===== src/rtl/vita49_pkg.sv =====
// rtl/vita49_pkg.sv - shared VITA-49 header fields, ctrl/status bits, parser states
package vita49_pkg;

  // Header word field positions
  localparam int HDR_TYPE_HI = 31;
  localparam int HDR_TYPE_LO = 28;
  localparam int HDR_C       = 27;
  localparam int HDR_T       = 26;
  localparam int HDR_TSI_HI  = 23;
  localparam int HDR_TSI_LO  = 22;
  localparam int HDR_TSF_HI  = 21;
  localparam int HDR_TSF_LO  = 20;
  localparam int HDR_SEQ_HI  = 19;
  localparam int HDR_SEQ_LO  = 16;
  localparam int HDR_SIZE_HI = 15;
  localparam int HDR_SIZE_LO = 0;

  localparam logic [3:0] PKT_TYPE_IF_DATA = 4'b0001;

  // ctrl / status bit indices
  localparam int CTRL_EN     = 0;
  localparam int CTRL_SRST   = 1;
  localparam int CTRL_PASS   = 2;
  localparam int CTRL_SIDCHK = 3;
  localparam int CTRL_TSCAP  = 4;

  // Parser states, numbered in packet order so "next optional field" is a compare
  localparam logic [3:0] ST_IDLE    = 4'd0;
  localparam logic [3:0] ST_SID     = 4'd1;
  localparam logic [3:0] ST_CID0    = 4'd2;
  localparam logic [3:0] ST_CID1    = 4'd3;
  localparam logic [3:0] ST_TSI     = 4'd4;
  localparam logic [3:0] ST_TSF0    = 4'd5;
  localparam logic [3:0] ST_TSF1    = 4'd6;
  localparam logic [3:0] ST_PAYLOAD = 4'd7;
  localparam logic [3:0] ST_TRL     = 4'd8;
  localparam logic [3:0] ST_DROP    = 4'd9;
  localparam logic [3:0] ST_PASS    = 4'd10;

  // Number of non-payload words (header, SID, CID, TSI, TSF, trailer)
  function automatic logic [15:0] hdr_overhead(input logic [31:0] hdr);
    logic [15:0] n;
    n = 16'd2;
    if (hdr[HDR_C]) n = n + 16'd2;
    if (hdr[HDR_TSI_HI:HDR_TSI_LO] != 2'b00) n = n + 16'd1;
    if (hdr[HDR_TSF_HI:HDR_TSF_LO] != 2'b00) n = n + 16'd2;
    if (hdr[HDR_T]) n = n + 16'd1;
    return n;
  endfunction

  // First present field strictly after cur; later checks override, so the nearest wins
  function automatic logic [3:0] next_parse(input logic [3:0] cur, input logic c, input logic t,
                                            input logic tsi, input logic tsf, input logic pay);
    logic [3:0] n;
    n = ST_IDLE;
    if (t   && cur < ST_TRL)     n = ST_TRL;
    if (pay && cur < ST_PAYLOAD) n = ST_PAYLOAD;
    if (tsf && cur < ST_TSF1)    n = ST_TSF1;
    if (tsf && cur < ST_TSF0)    n = ST_TSF0;
    if (tsi && cur < ST_TSI)     n = ST_TSI;
    if (c   && cur < ST_CID1)    n = ST_CID1;
    if (c   && cur < ST_CID0)    n = ST_CID0;
    return n;
  endfunction

endpackage


===== src/rtl/axis_reg_slice.sv =====
// rtl/axis_reg_slice.sv - 1-deep registered AXI-Stream stage
module axis_reg_slice #(
  parameter int W = 32
) (
  input  logic         i_clk,
  input  logic         i_rst,
  input  logic [W-1:0] i_s_tdata,
  input  logic         i_s_tvalid,
  output logic         o_s_tready,
  input  logic         i_s_tlast,
  output logic [W-1:0] o_m_tdata,
  output logic         o_m_tvalid,
  input  logic         i_m_tready,
  output logic         o_m_tlast
);

  logic [W-1:0] r_data;
  logic         r_valid;
  logic         r_last;
  logic         w_s_ready;

  assign w_s_ready  = !r_valid || i_m_tready;
  assign o_s_tready = w_s_ready;
  assign o_m_tdata  = r_data;
  assign o_m_tvalid = r_valid;
  assign o_m_tlast  = r_last;

  // Load whenever the held word is empty or leaving; otherwise hold stable
  always_ff @(posedge i_clk) begin
    if (i_rst) begin
      r_data  <= '0;
      r_valid <= 1'b0;
      r_last  <= 1'b0;
    end else if (w_s_ready) begin
      r_data  <= i_s_tdata;
      r_valid <= i_s_tvalid;
      r_last  <= i_s_tlast;
    end
  end

endmodule


===== src/rtl/vita49_unpack.sv =====
// rtl/vita49_unpack.sv - VITA-49 IF data packet parser and payload extractor
module vita49_unpack
  import vita49_pkg::*;
#(
  parameter int DATA_W = 32,
  parameter int CNT_W  = 16
) (
  input  logic              AXIS_ACLK,
  input  logic              AXIS_ARESET,
  input  logic [DATA_W-1:0] S_AXIS_TDATA,
  input  logic              S_AXIS_TVALID,
  output logic              S_AXIS_TREADY,
  input  logic              S_AXIS_TLAST,
  output logic [DATA_W-1:0] M_AXIS_TDATA,
  output logic              M_AXIS_TVALID,
  input  logic              M_AXIS_TREADY,
  output logic              M_AXIS_TLAST,
  input  logic [31:0]       ctrl,
  output logic [31:0]       status,
  input  logic [31:0]       streamID,
  output logic [31:0]       trailer,
  output logic [31:0]       timestamp_sec,
  output logic [63:0]       timestamp_fsec,
  output logic              ts_valid
);

  logic             w_rst, w_s_hs, w_tready, w_final;
  logic             w_sl_valid, w_sl_last, w_sl_ready;
  logic [3:0]       w_next, w_h_type, w_h_seq;
  logic [15:0]      w_h_size, w_h_ovh;
  logic             w_h_bad, w_unused;
  logic [31:0]      w_tsi_cur;
  logic [63:0]      w_tsf_cur;
  logic [3:0]       r_state, r_prev_seq;
  logic             r_c, r_t, r_tsi_nz, r_tsf_nz, r_seq_seen;
  logic [15:0]      r_size, r_widx, r_pay;
  logic             r_sid_err, r_len_err, r_seq_err, r_type_err;
  logic [CNT_W-1:0] r_pkts;
  logic [31:0]      r_tsi_tmp, r_trailer, r_ts_sec;
  logic [63:0]      r_tsf_tmp, r_ts_fsec;
  logic             r_ts_valid;

  assign w_rst    = AXIS_ARESET || ctrl[CTRL_SRST];
  assign w_s_hs   = S_AXIS_TVALID && S_AXIS_TREADY;
  assign w_unused = ^ctrl[31:5];

  assign w_h_type = S_AXIS_TDATA[HDR_TYPE_HI:HDR_TYPE_LO];
  assign w_h_seq  = S_AXIS_TDATA[HDR_SEQ_HI:HDR_SEQ_LO];
  assign w_h_size = S_AXIS_TDATA[HDR_SIZE_HI:HDR_SIZE_LO];
  assign w_h_ovh  = hdr_overhead(S_AXIS_TDATA);
  assign w_h_bad  = (w_h_type != PKT_TYPE_IF_DATA) || (w_h_size < w_h_ovh);

  assign w_final   = (r_widx == r_size - 16'd1);
  assign w_next    = next_parse(r_state, r_c, r_t, r_tsi_nz, r_tsf_nz, r_pay != 16'd0);
  // Timestamp words may themselves be the final word of a zero-payload packet
  assign w_tsi_cur = (r_state == ST_TSI)  ? S_AXIS_TDATA : r_tsi_tmp;
  assign w_tsf_cur = (r_state == ST_TSF1) ? {r_tsf_tmp[63:32], S_AXIS_TDATA} : r_tsf_tmp;

  assign w_sl_valid = S_AXIS_TVALID && !w_rst && (r_state == ST_PAYLOAD || r_state == ST_PASS);
  assign w_sl_last  = (r_state == ST_PASS) ? S_AXIS_TLAST : (S_AXIS_TLAST || r_pay == 16'd1);

  axis_reg_slice #(.W(DATA_W)) u_out (
    .i_clk      (AXIS_ACLK),
    .i_rst      (w_rst),
    .i_s_tdata  (S_AXIS_TDATA),
    .i_s_tvalid (w_sl_valid),
    .o_s_tready (w_sl_ready),
    .i_s_tlast  (w_sl_last),
    .o_m_tdata  (M_AXIS_TDATA),
    .o_m_tvalid (M_AXIS_TVALID),
    .i_m_tready (M_AXIS_TREADY),
    .o_m_tlast  (M_AXIS_TLAST)
  );

  // Input ready: gated by enable in IDLE, backpressured in streaming states
  always_comb begin
    w_tready = 1'b1;
    case (r_state)
      ST_IDLE:             w_tready = ctrl[CTRL_EN] && !ctrl[CTRL_PASS];
      ST_PAYLOAD, ST_PASS: w_tready = w_sl_ready;
      default:             ;
    endcase
    if (w_rst) w_tready = 1'b0;
  end
  assign S_AXIS_TREADY = w_tready;

  // Packet parser: field walk, length/SID/type/seq checks, counters and captures
  always_ff @(posedge AXIS_ACLK) begin
    if (w_rst) begin
      r_state <= ST_IDLE;   r_prev_seq <= '0;  r_seq_seen <= 1'b0;
      r_c <= 1'b0;          r_t <= 1'b0;       r_tsi_nz <= 1'b0;   r_tsf_nz <= 1'b0;
      r_size <= '0;         r_widx <= '0;      r_pay <= '0;
      r_sid_err <= 1'b0;    r_len_err <= 1'b0; r_seq_err <= 1'b0;  r_type_err <= 1'b0;
      r_pkts <= '0;         r_tsi_tmp <= '0;   r_tsf_tmp <= '0;
      r_trailer <= '0;      r_ts_sec <= '0;    r_ts_fsec <= '0;    r_ts_valid <= 1'b0;
    end else begin
      r_ts_valid <= 1'b0;
      case (r_state)
        ST_IDLE: begin
          if (w_s_hs) begin
            r_c      <= S_AXIS_TDATA[HDR_C];
            r_t      <= S_AXIS_TDATA[HDR_T];
            r_tsi_nz <= S_AXIS_TDATA[HDR_TSI_HI:HDR_TSI_LO] != 2'b00;
            r_tsf_nz <= S_AXIS_TDATA[HDR_TSF_HI:HDR_TSF_LO] != 2'b00;
            r_size   <= w_h_size;
            r_widx   <= 16'd1;
            r_pay    <= w_h_size - w_h_ovh;
            r_tsi_tmp <= '0;
            r_tsf_tmp <= '0;
            if (w_h_bad) begin
              r_type_err <= 1'b1;
              r_state    <= S_AXIS_TLAST ? ST_IDLE : ST_DROP;
            end else begin
              if (r_seq_seen && w_h_seq != r_prev_seq + 4'd1) r_seq_err <= 1'b1;
              r_prev_seq <= w_h_seq;
              r_seq_seen <= 1'b1;
              if (S_AXIS_TLAST) r_len_err <= 1'b1;
              else              r_state   <= ST_SID;
            end
          end else if (ctrl[CTRL_PASS] && S_AXIS_TVALID) begin
            r_state <= ST_PASS;
          end
        end
        ST_DROP, ST_PASS: begin
          if (w_s_hs && S_AXIS_TLAST) r_state <= ST_IDLE;
        end
        default: begin
          if (w_s_hs) begin
            r_widx <= r_widx + 16'd1;
            case (r_state)
              ST_TSI:     r_tsi_tmp         <= S_AXIS_TDATA;
              ST_TSF0:    r_tsf_tmp[63:32]  <= S_AXIS_TDATA;
              ST_TSF1:    r_tsf_tmp[31:0]   <= S_AXIS_TDATA;
              ST_PAYLOAD: r_pay             <= r_pay - 16'd1;
              default:    ;
            endcase
            if (r_state == ST_SID && ctrl[CTRL_SIDCHK] && S_AXIS_TDATA != streamID) begin
              r_sid_err <= 1'b1;
              r_state   <= S_AXIS_TLAST ? ST_IDLE : ST_DROP;
            end else if (w_final) begin
              if (S_AXIS_TLAST) begin
                r_pkts  <= r_pkts + 1'b1;
                r_state <= ST_IDLE;
                if (ctrl[CTRL_TSCAP]) begin
                  r_ts_sec   <= w_tsi_cur;
                  r_ts_fsec  <= w_tsf_cur;
                  r_ts_valid <= 1'b1;
                  if (r_t) r_trailer <= S_AXIS_TDATA;
                end
              end else begin
                r_len_err <= 1'b1;
                r_state   <= ST_DROP;
              end
            end else if (S_AXIS_TLAST) begin
              r_len_err <= 1'b1;
              r_state   <= ST_IDLE;
            end else if (!(r_state == ST_PAYLOAD && r_pay != 16'd1)) begin
              r_state <= w_next;
            end
          end
        end
      endcase
    end
  end

  assign status = {16'(r_pkts), 11'd0, r_type_err, r_seq_err, r_len_err, r_sid_err,
                   (r_state != ST_IDLE) || M_AXIS_TVALID};
  assign trailer        = r_trailer;
  assign timestamp_sec  = r_ts_sec;
  assign timestamp_fsec = r_ts_fsec;
  assign ts_valid       = r_ts_valid;

endmodule

===== config.mk =====
export PLATFORM = sky130hd
export DESIGN_NAME = vita49_unpack
export DESIGN_NICKNAME = d
export VERILOG_FILES = /design/src/rtl/vita49_pkg.sv /design/src/rtl/axis_reg_slice.sv /design/src/rtl/vita49_unpack.sv
export SDC_FILE = /design/constraint.sdc
export NUM_CORES = 1
export LEC_CHECK = 0
export ABC_AREA = 1
export ABC_CLOCK_PERIOD_IN_PS = 3500
export BUFFER_PORTS_ARGS = -buffer_cell sky130_fd_sc_hd__buf_4
export CAP_MARGIN = 0
export CORE_MARGIN = 2
export CORE_UTILIZATION = 56
export DETAILED_ROUTE_END_ITERATION = 10
export GPL_TIMING_DRIVEN = 0
export PLACE_DENSITY_LB_ADDON = 0.2
export SETUP_SLACK_MARGIN = 0.15
export SLEW_MARGIN = 0
export SYNTH_ARGS = -nofsm -noshare
export SYNTH_HDL_FRONTEND = slang
export SYNTH_SLANG_ARGS = --single-unit

===== constraint.sdc =====
create_clock -name AXIS_ACLK -period 3.5 [get_ports AXIS_ACLK]
set_input_delay 0.175 -clock AXIS_ACLK [delete_from_list [all_inputs] [get_ports AXIS_ACLK]]
set_output_delay 0.175 -clock AXIS_ACLK [all_outputs]
set_load 0.03 [all_outputs]

==> results of run 1 <==
registers in the layout, indices dropped and copies added (netlist names), 4 cells and up:
register / flops
timestamp_sec: 32
trailer: 32
r_pay: 16
r_pkts: 16
r_size: 16
r_widx: 16
timestamp_fsec: 64
r_state: 4
u_out.o_m_tdata: 32
r_tsi_tmp: 32
r_prev_seq: 4
r_tsf_tmp: 64
power groups by stage:
stage | registers (W) | clock network [W] | logic (W)
global route | 0.00402 | 0.00405 | 0.00345
detailed placement | 0.00410 | 0 | 0.00303
CTS | 0.00402 | 0.00388 | 0.00308
floorplan | 0.00411 | 0 | 0.00201
global placement | 0.00410 | 0 | 0.00300
finish | 0.00402 | 0.00388 | 0.00318
synthesized netlist by cell type (13+ instances only):
library cell  number
xor2_1            25
o21ai_1           13
nor3_1            24
xnor2_1           30
clkbuf_1          88
dfxtp_1          340
inv_1            310
buf_2             28
ha_1              13
nand3_1           88
nand2_1          760
buf_4             15
o21ai_0          178
a21oi_1          234
nor2_1           330
cell usage in the layout, fill, tap and decap left out, drive strengths merged, types with 2 or more instances in the layout:
cell type,instances
a311oi,2
clkbuf,142
dfxtp,340
nand2,763
a22oi,5
nor4,3
clkinv,12
a211oi,5
nand3b,6
ha,13
nand4,9
inv,314
o21ai,191
a21boi,2
xor2,25
buf,308
nor3b,2
xnor2,30
conb,11
a21oi,235
nor2,339
o21a,2
and3,2
a31oi,6
dlygate4sd3,31
nor3,25
nand3,89
or2,3
worst max-delay path: cells and delay by family, from the launching register on:
family	cells	cell delay [ns]
AND/OR/NAND/NOR	9	1.96
buffers and inverters	2	0.55
flip-flops	1	0.36
AO/OA/AOI/OAI	1	0.11
stage by stage:
step | setup WS, ns | std cells
final | 0.4088 | 3314
after global routing | 0.1322 | 3314
after CTS | 0.2358 | 3313
after detailed placement | -0.2905 | 3216
after global placement | -0.2630 | 3216
after floorplan | 0.6938 | 2570
kinds of logic (layout without fill, tap and decap cells):
family,count (synthesis),after routing,share of synthesized area
compound gates,453,453,0.1404
xor+xnor,55,55,0.02895
fa+ha+maj,14,14,0.01098
buf+inv,455,809,0.1117
flops,340,340,0.4090
other cells,1,11,0.0002253
simple gates,1242,1242,0.2987
cell type report:
type,count,area (um^2)
Clock inverter,12,127.6
Sequential cell,340,6807
Tap cell,390,488.0
Inverter,316,1186
Clock buffer,54,1070
Multi-Input combinational cell,1775,8024
Buffer,139,673.1
Timing Repair Buffer,288,2240
Fill cell,2501,8866
per-layer routing:
metal | track usage | routed length [um] | share of wire | up-vias
li1 | - | - | - | 8624
met1 | 0.4643 | 22950 | 0.40 | 8361
met3 | 0.05469 | 5107 | 0.089 | 162
met4 | 0.1494 | 2440 | 0.043 | 0
met5 | 0 | 0 | 0 | -
met2 | 0.6025 | 26640 | 0.47 | 856
final timing paths:
path / endpoint / startpoint / slack (ns)
worst max-delay path: r_widx[8] / r_state[3] / 0.41
worst max register to register: r_widx[8] / r_state[3] / 0.41
worst min register to register: r_len_err / r_len_err / 0.45
worst min-delay path: r_tsf_nz / S_AXIS_TDATA[20] / 0.02
what timing repair did:
item | 4_1_cts | 5_1_grt
hold endpoints to repair | 32 | 0
resized for setup | 0 | 4
buffers inserted | 0 | 1
hold buffers | 31 | 0
setup endpoints to repair | 0 | 6
==> flow_summary.toml, run 1 <==
[power]
p_leak_nw = 9.544
switching_power_w = 0.004082
switching_share = 0.3686
seq_power_share = 0.363
combPwrFrac = 0.287
p_int_w = 0.006994
clkPwrFrac = 0.350
power_density_mw_per_mm2 = 537.3
power_w = 0.01108
ir_drop_uv = 411.7

[finish]
fin_util = 0.6993
drive_gt1_frac = 0.1341
postLayoutCellArea_mm2 = 0.02061
nets = 3012
diodes = 0
areaGrowthSynthToFinish_pct = 23.87

[yosys]
syn_inst = 2560
synth_edf_count = 0
yosysUniqueCellTypes = 46
yosysWarnings = 0
ys.flop_type = "dfxtp_1"
synthesis.area_mm2 = 0.01664
ys_top_cells_by_area = "dfxtp_1, nand2_1, nor2_1, a21oi_1, inv_1"
yosysTopAreaCellShare = 0.4090
synth_area_per_cell_um2 = 6.501
ys_seq_area_frac = 0.4090
synthArstFlopShare = 0
yosys.area.top_type = "dfxtp_1"
ys_seq_elements = 340

[placement]
gp_congestion = 0.9588
port_buffers = 256
dpl_cell_area_mm2 = 0.01909
hpwl_um = 41590

[floorplan]
initial_core_util = 0.5645
rows = 63
design.core.area_mm2 = 0.02948
dieArea_mm2 = 0.03111
dieHeight_um = 176.4
die_w_um = 176.4
ios = 297

[drt]
ant_nets = 0
first_iter_violations = 2157
viasPerCell = 5.432
first_pass_iters = 6
wl_um = 57140
wl_per_cell_um = 17.24
vias = 18000
drc_errors = 0

[cts]
clock-sinks = 340
insertion_delay_ns = 0.54
htreeDepth = 2
cts_tree = "yes"
cts_root_buf = "clkbuf_16"
clk_pin_slew_worst_paths_ns = 0.07
clockBufferDepth = 3
numCtsBuffers = 37

[timing]
hold_ws_ns = 0.01830
tns_ns = 0
fin_worst_skew_ns = 0.02643
fmax_ghz = 0.3235
slew_headroom = 0.2343
period_share = 0.8832
setup-violations-final = 0
tightestPinTransition_ns = 1.144
finalHoldViolations = 0
drv_slew = 0
rsz0062_at_grt = "true"
min_period_ns = 3.091

[worst_setup_path]
max_stage_delay_ns = 0.69
slowest_stage = "nor2_1"
path_class = "register to register"
critPathRequiredTime_ns = 3.94
end_kind = "register"
critPathLaunchType = "register"
crit_fanout = 10
cp_data_arrival_time_ns = 3.53
crit_top_cell = "nor2_1"
ff2ff_path_depth = 12
worstPathCellList = "nor2_1, nand2_2, nor2_1, nand2_1, nand3_1, nand2_2, inv_2, nand2_1, nor2_1, buf_2, a22oi_1, nor3_1"

[global_routing]
grt_pass1_vias = 16560
antenna_found_initial = 0
grt_usage = 0.3599
grt_start_max_net_pins = 14
grt_first_pass_wirelength_um = 88110
overflow = 0

[worst_hold_path]
hp-class = "primary input to register"
holdPathStages = 3

[run_status]
status = "finished, final reports clean"

[flow_run]
cap_viol_max_count = 0
Power figures use the tool's default switching activity.
==> run 2, diff against run 1 <==
- CORE_UTILIZATION: 56 -> 25
==> run 2 against run 1 <==
Effect of this change:
- cell count grew 15%
- critical path type is now primary input to register
- maximum frequency shrank 1.5%
- clock skew shrank 0.015 ns
- total power grew 4.9%
- design area grew 3.9%
- clock power grew 12%
- via count shrank 6.2%
- routed wire length grew 17%
- highest routed layer unchanged
- combinational power grew 2%
- non-clock buffer count grew 4
- global-route usage shrank 17 points
==> flow_summary.toml, run 2 (synthesized netlist as in run 1, its figures left out) <==
[finish]
postLayoutCellArea_mm2 = 0.02142
layout_common_cells = "nand2_1, dfxtp_1, nor2_1"
fin_cells = 3802
fill_cells = 7298
layout_commonest_cell = "nand2_1"
areaGrowthSynthToFinish_pct = 28.73
nets = 3020
drive_gt1_frac = 0.1379
fin_util = 0.3253

[worst_setup_path]
critPathRequiredTime_ns = 3.96
crit_fanout = 10
critPathCapture = "timestamp_sec[25]"
ff2ff_path_depth = 17
crit_start = "S_AXIS_TDATA[18]"
critPathLaunchType = "primary input"
max_stage_delay_ns = 0.55
regToRegStartpoint = "r_size[0]"
cp_data_arrival_time_ns = 3.59
worstPathCellList = "dlygate4sd3_1, buf_4, inv_1, nand2_1, nand2_1, nand2_1, nor2_1, nand2_1, nor2_1, nand2_1, nand2_1, nand2_1, nor2_8, nand3_4, buf_6, buf_6, o21ai_1, nor2_1"
r2r_end = "timestamp_sec[25]"
crit_top_cell = "nand2_1"
reg2reg_slack_ns = 0.39
path_class = "primary input to register"
crit_family = "simple AND/OR/NAND/NOR gates"
crit_cells = 18
critPathBufInv = 5
slowest_stage = "dlygate4sd3_1"
end_kind = "register"

[floorplan]
initial_core_util = 0.2527
ios = 297
dieArea_mm2 = 0.06865
die_w_um = 262.0
dieHeight_um = 262.0
design.core.area_mm2 = 0.06586
rows = 94

[cts]
numCtsBuffers = 41
cts_root_buf = "clkbuf_16"
cts_tree = "yes"
clockBufferDepth = 3
htreeDepth = 2
clock-sinks = 340
insertion_delay_ns = 0.57
clk_pin_slew_worst_paths_ns = 0.07

[global_routing]
grt_start_max_net_pins = 13
grt.busiest_layer = "met2"
use_met1 = 0.2647
overflow = 0
grt_usage = 0.1910
grt_pass1_vias = 15900
met3_usage = 0.02749
antenna_found_initial = 3
grt_first_pass_wirelength_um = 99130
grt_use_met2 = 0.3111

[drt]
drc_errors = 0
ant_nets = 0
viasPerCell = 4.441
vias = 16880
first_iter_violations = 1046
wl_per_cell_um = 17.56
first_pass_iters = 5
wl_um = 66750

[placement]
place_ws_ns = -0.3738
gp_congestion = 0.8998
dp_cells = 3690
port_buffers = 256
dpl_cell_area_mm2 = 0.01968
hpwl_um = 49760

[timing]
min_period_ns = 3.139
finalHoldViolations = 0
fin_worst_skew_ns = 0.01158
period_share = 0.8968
tightestPinTransition_ns = 1.375
rsz0062_at_grt = "false"
setup-violations-final = 0
layout_setup_ws_ns = 0.3612
drv_slew = 0
fmax_ghz = 0.3186
slew_headroom = 0.07988

[worst_hold_path]
hp-class = "primary input to register"

[flow_run]
cap_viol_max_count = 0

[power]
ir_drop_uv = 295.6
power_w = 0.01162
power_density_mw_per_mm2 = 542.5
p_leak_nw = 9.629

[run_status]
status = "finished, final reports clean"
run 2: final cells by class:
type                       count  area, um^2  area share
tap                          864        1081     0.05046
clock buffer                  66        1303     0.06080
sequential                   340        6807      0.3177
multi-input combinational   1775        8024      0.3745
clock inverter                 8       53.80    0.002511
buffer                       139       675.6     0.03154
timing repair buffer         292        2277      0.1063
antenna                        2       5.005   0.0002336
inverter                     316        1197     0.05589
run 2: per-layer routing:
| metal | part of all wire | up-vias |
|---|---|---|
| li1 | - | 8654 |
| met1 | 0.47 | 7769 |
| met2 | 0.46 | 400 |
| met3 | 0.053 | 61 |
| met4 | 0.017 | 0 |
| met5 | 0 | - |
run 2: worst min-delay path, stage by stage:
cell and delay, ns:
clkbuf_1 0.19, nor2_1 0.15, nor2_1 0.05
run 2: report_power, final:
| part | internal [W] | leakage (nW) | switching, W |
|---|---|---|---|
| clock network | 0.00255 | 0.670 | 0.00180 |
| registers | 0.00394 | 2.74 | 0.0000765 |
| logic | 0.000842 | 6.22 | 0.00241 |
run 2: worst min-delay path by stage:
stage,to,startpoint,slack [ns],cells after the start
after detailed placement,trailer[28],S_AXIS_TDATA[28],0.43,3
after global routing,trailer[9],S_AXIS_TDATA[9],0.04,3
after global placement,trailer[12],S_AXIS_TDATA[12],0.43,3
after floorplan,trailer[0],S_AXIS_TDATA[0],0.31,2
final,trailer[9],S_AXIS_TDATA[9],0.04,3
after CTS,trailer[9],S_AXIS_TDATA[9],0.006,3
run 2: timing repair:
item,CTS,global route
hold buffers,34,0
endpoints found under the hold margin,38,0
resized for setup,0,12
setup buffers,0,2
endpoints found under the setup margin,0,45
run 2: stage by stage:
stage | hold WS, ns | setup TNS [ns]
3_5_place_dp | 0.4293 | -1.964
2_1_floorplan | 0.3099 | 0
3_3_place_gp | 0.4308 | -1.888
6_report | 0.03866 | 0
4_1_cts | 0.005650 | 0
5_1_grt | 0.03638 | 0
==> run 3, diff against run 2 <==
- CELL_PAD_IN_SITES_DETAIL_PLACEMENT: not set -> 0
- CELL_PAD_IN_SITES_GLOBAL_PLACEMENT: not set -> 1
==> run 3 against run 2 <==
Effect of this change:
- sequential power is essentially flat
- maximum frequency grew 1.5%
- worst setup slack gained 0.047 ns
- cell count is essentially flat
- utilization shrank 0.078 points
- global-route usage grew 0.61 points
- clock-buffer cell count shrank 2
- via count grew 1.3%
- die area is the same
- largest power group unchanged
==> flow_summary.toml, run 3 (synthesized netlist as in run 1, its figures left out) <==
[run_status]
status = "finished, final reports clean"

[worst_setup_path]
regToRegStartpoint = "r_size[0]"
critPathLaunchType = "primary input"
ff2ff_path_depth = 15
crit_fanout = 10
crit_family = "buffers and inverters"
worstPathCellList = "dlygate4sd3_1, buf_4, inv_1, nand2_1, nand2_1, nand2_1, nor2_1, nand2_1, nor2_1, nand2_1, nand2_1, nand2_1, nor2_8, nand3_4, buf_6, buf_6, o21ai_1, nor2_1"
cp_data_arrival_time_ns = 3.53
slowest_stage = "dlygate4sd3_1"
r2r_end = "timestamp_sec[30]"
max_stage_delay_ns = 0.53
crit_top_cell = "nand2_1"
critPathBufInv = 5
reg2reg_slack_ns = 0.41
end_kind = "register"
path_class = "primary input to register"
critPathRequiredTime_ns = 3.94

[drt]
ant_nets = 0
wl_um = 68630
vias = 17110
first_pass_iters = 6
wl_per_cell_um = 18.06
first_iter_violations = 991
drc_errors = 0
viasPerCell = 4.504

[worst_hold_path]
hold_end = "trailer[9]"
holdPathStages = 3
hp-class = "primary input to register"
min_from = "S_AXIS_TDATA[9]"

[cts]
htreeDepth = 2
cts_root_buf = "clkbuf_16"
insertion_delay_ns = 0.57
numCtsBuffers = 42
clockBufferDepth = 3
cts_tree = "yes"
clock-sinks = 340
clk_pin_slew_worst_paths_ns = 0.06

[finish]
layout_common_cells = "nand2_1, dfxtp_1, nor2_1"
seqCellArea_mm2 = 0.006807
postLayoutCellArea_mm2 = 0.02137
nets = 3023
multi_input_area_mm2 = 0.008024
areaGrowthSynthToFinish_pct = 28.42
fill_cells = 7274
layout_commonest_cell = "nand2_1"
diodes = 0
drive_gt1_frac = 0.1373

[floorplan]
design.core.area_mm2 = 0.06586
ios = 297
initial_core_util = 0.2527
dieHeight_um = 262.0
die_w_um = 262.0
dieArea_mm2 = 0.06865
rows = 94

[timing]
fin_worst_skew_ns = 0.02833
rsz0062_at_grt = "false"
finalHoldViolations = 0
layout_setup_ws_ns = 0.4080
fmax_ghz = 0.3234
setup-violations-final = 0
drv_slew = 0
slew_headroom = 0.2197
tightestPinTransition_ns = 1.166
hold_ws_ns = 0.03364
period_share = 0.8834
min_period_ns = 3.092

[global_routing]
grt_usage = 0.1971
grt_first_pass_wirelength_um = 102100
grt_pass1_vias = 16620
overflow = 0
grt_start_max_net_pins = 12
antenna_found_initial = 0

[power]
power_density_mw_per_mm2 = 537.4
ir_drop_uv = 316.3
power_w = 0.01148
p_leak_nw = 9.616

[placement]
port_buffers = 256
gp_congestion = 0.9022
hpwl_um = 52170
place_ws_ns = -0.4618
dpl_cell_area_mm2 = 0.01968

[flow_run]
cap_viol_max_count = 0
[run 3: worst reg2reg max path, cell delays in order (launching register included)]
cell and delay, ns:
dfxtp_1 0.33, inv_1 0.13, ha_1 0.21, nand3_1 0.20
nor2_2 0.25, nand2_1 0.07, nand2_1 0.14, nand3_1 0.09
nor2_1 0.11, nand3_1 0.21, nor2_4 0.27, nand3_4 0.25
buf_6 0.28, buf_6 0.18, o21ai_1 0.19, nor2_1 0.06
[run 3: area by class of cell]
class	instances	area share
Clock inverter	7	0.001815
Multi-Input combinational cell	1775	0.3754
Tap cell	864	0.05058
Timing Repair Buffer	294	0.1073
Buffer	139	0.03167
Sequential cell	340	0.3185
Clock buffer	64	0.05872
Inverter	316	0.05603
[run 3: worst max-delay path by stage]
| stage | to | slack [ns] | startpoint | depth (start not counted) |
|---|---|---|---|---|
| after floorplan | r_state[2] | 0.69 | S_AXIS_TDATA[20] | 19 |
| after global placement | r_state[0] | -0.42 | S_AXIS_TDATA[20] | 21 |
| after detailed placement | r_state[1] | -0.46 | S_AXIS_TDATA[20] | 21 |
| after CTS | r_state[0] | 0.15 | S_AXIS_TDATA[0] | 19 |
| after global routing | timestamp_sec[2] | 0.14 | r_size[0] | 13 |
| final | timestamp_sec[30] | 0.41 | S_AXIS_TDATA[13] | 18 |
[run 3: repair_timing]
action	CTS	global route
gates resized for setup	1	11
setup endpoints to repair	4	131
hold endpoints to repair	37	0
buffers inserted	0	4
hold buffers	34	0
pin swaps	0	2
[run 3: through the flow]
stage / cells / setup TNS [ns] / util
3_5_place_dp: 3690 / -2.854 / 0.2988
2_1_floorplan: 2570 / 0 / -
3_3_place_gp: 3690 / -2.215 / 0.2988
6_report: 3799 / 0 / 0.3245
4_1_cts: 3795 / 0 / 0.3237
5_1_grt: 3799 / 0 / 0.3245
[run 3: power by group]
part | switching, W | leakage (nW) | internal [W] | total, W
registers | 0.0000807 | 2.74 | 0.00394 | 0.00402
clock network | 0.00177 | 0.643 | 0.00245 | 0.00422
logic | 0.00240 | 6.23 | 0.000842 | 0.00324
[run 3: per-layer routing]
layer	up-vias	GRT usage	part of all wire
li1	8650	-	-
met1	8001	0.2613	0.46
met2	387	0.3368	0.47
met3	73	0.03183	0.051
met4	0	0.04206	0.019
met5	-	0	0
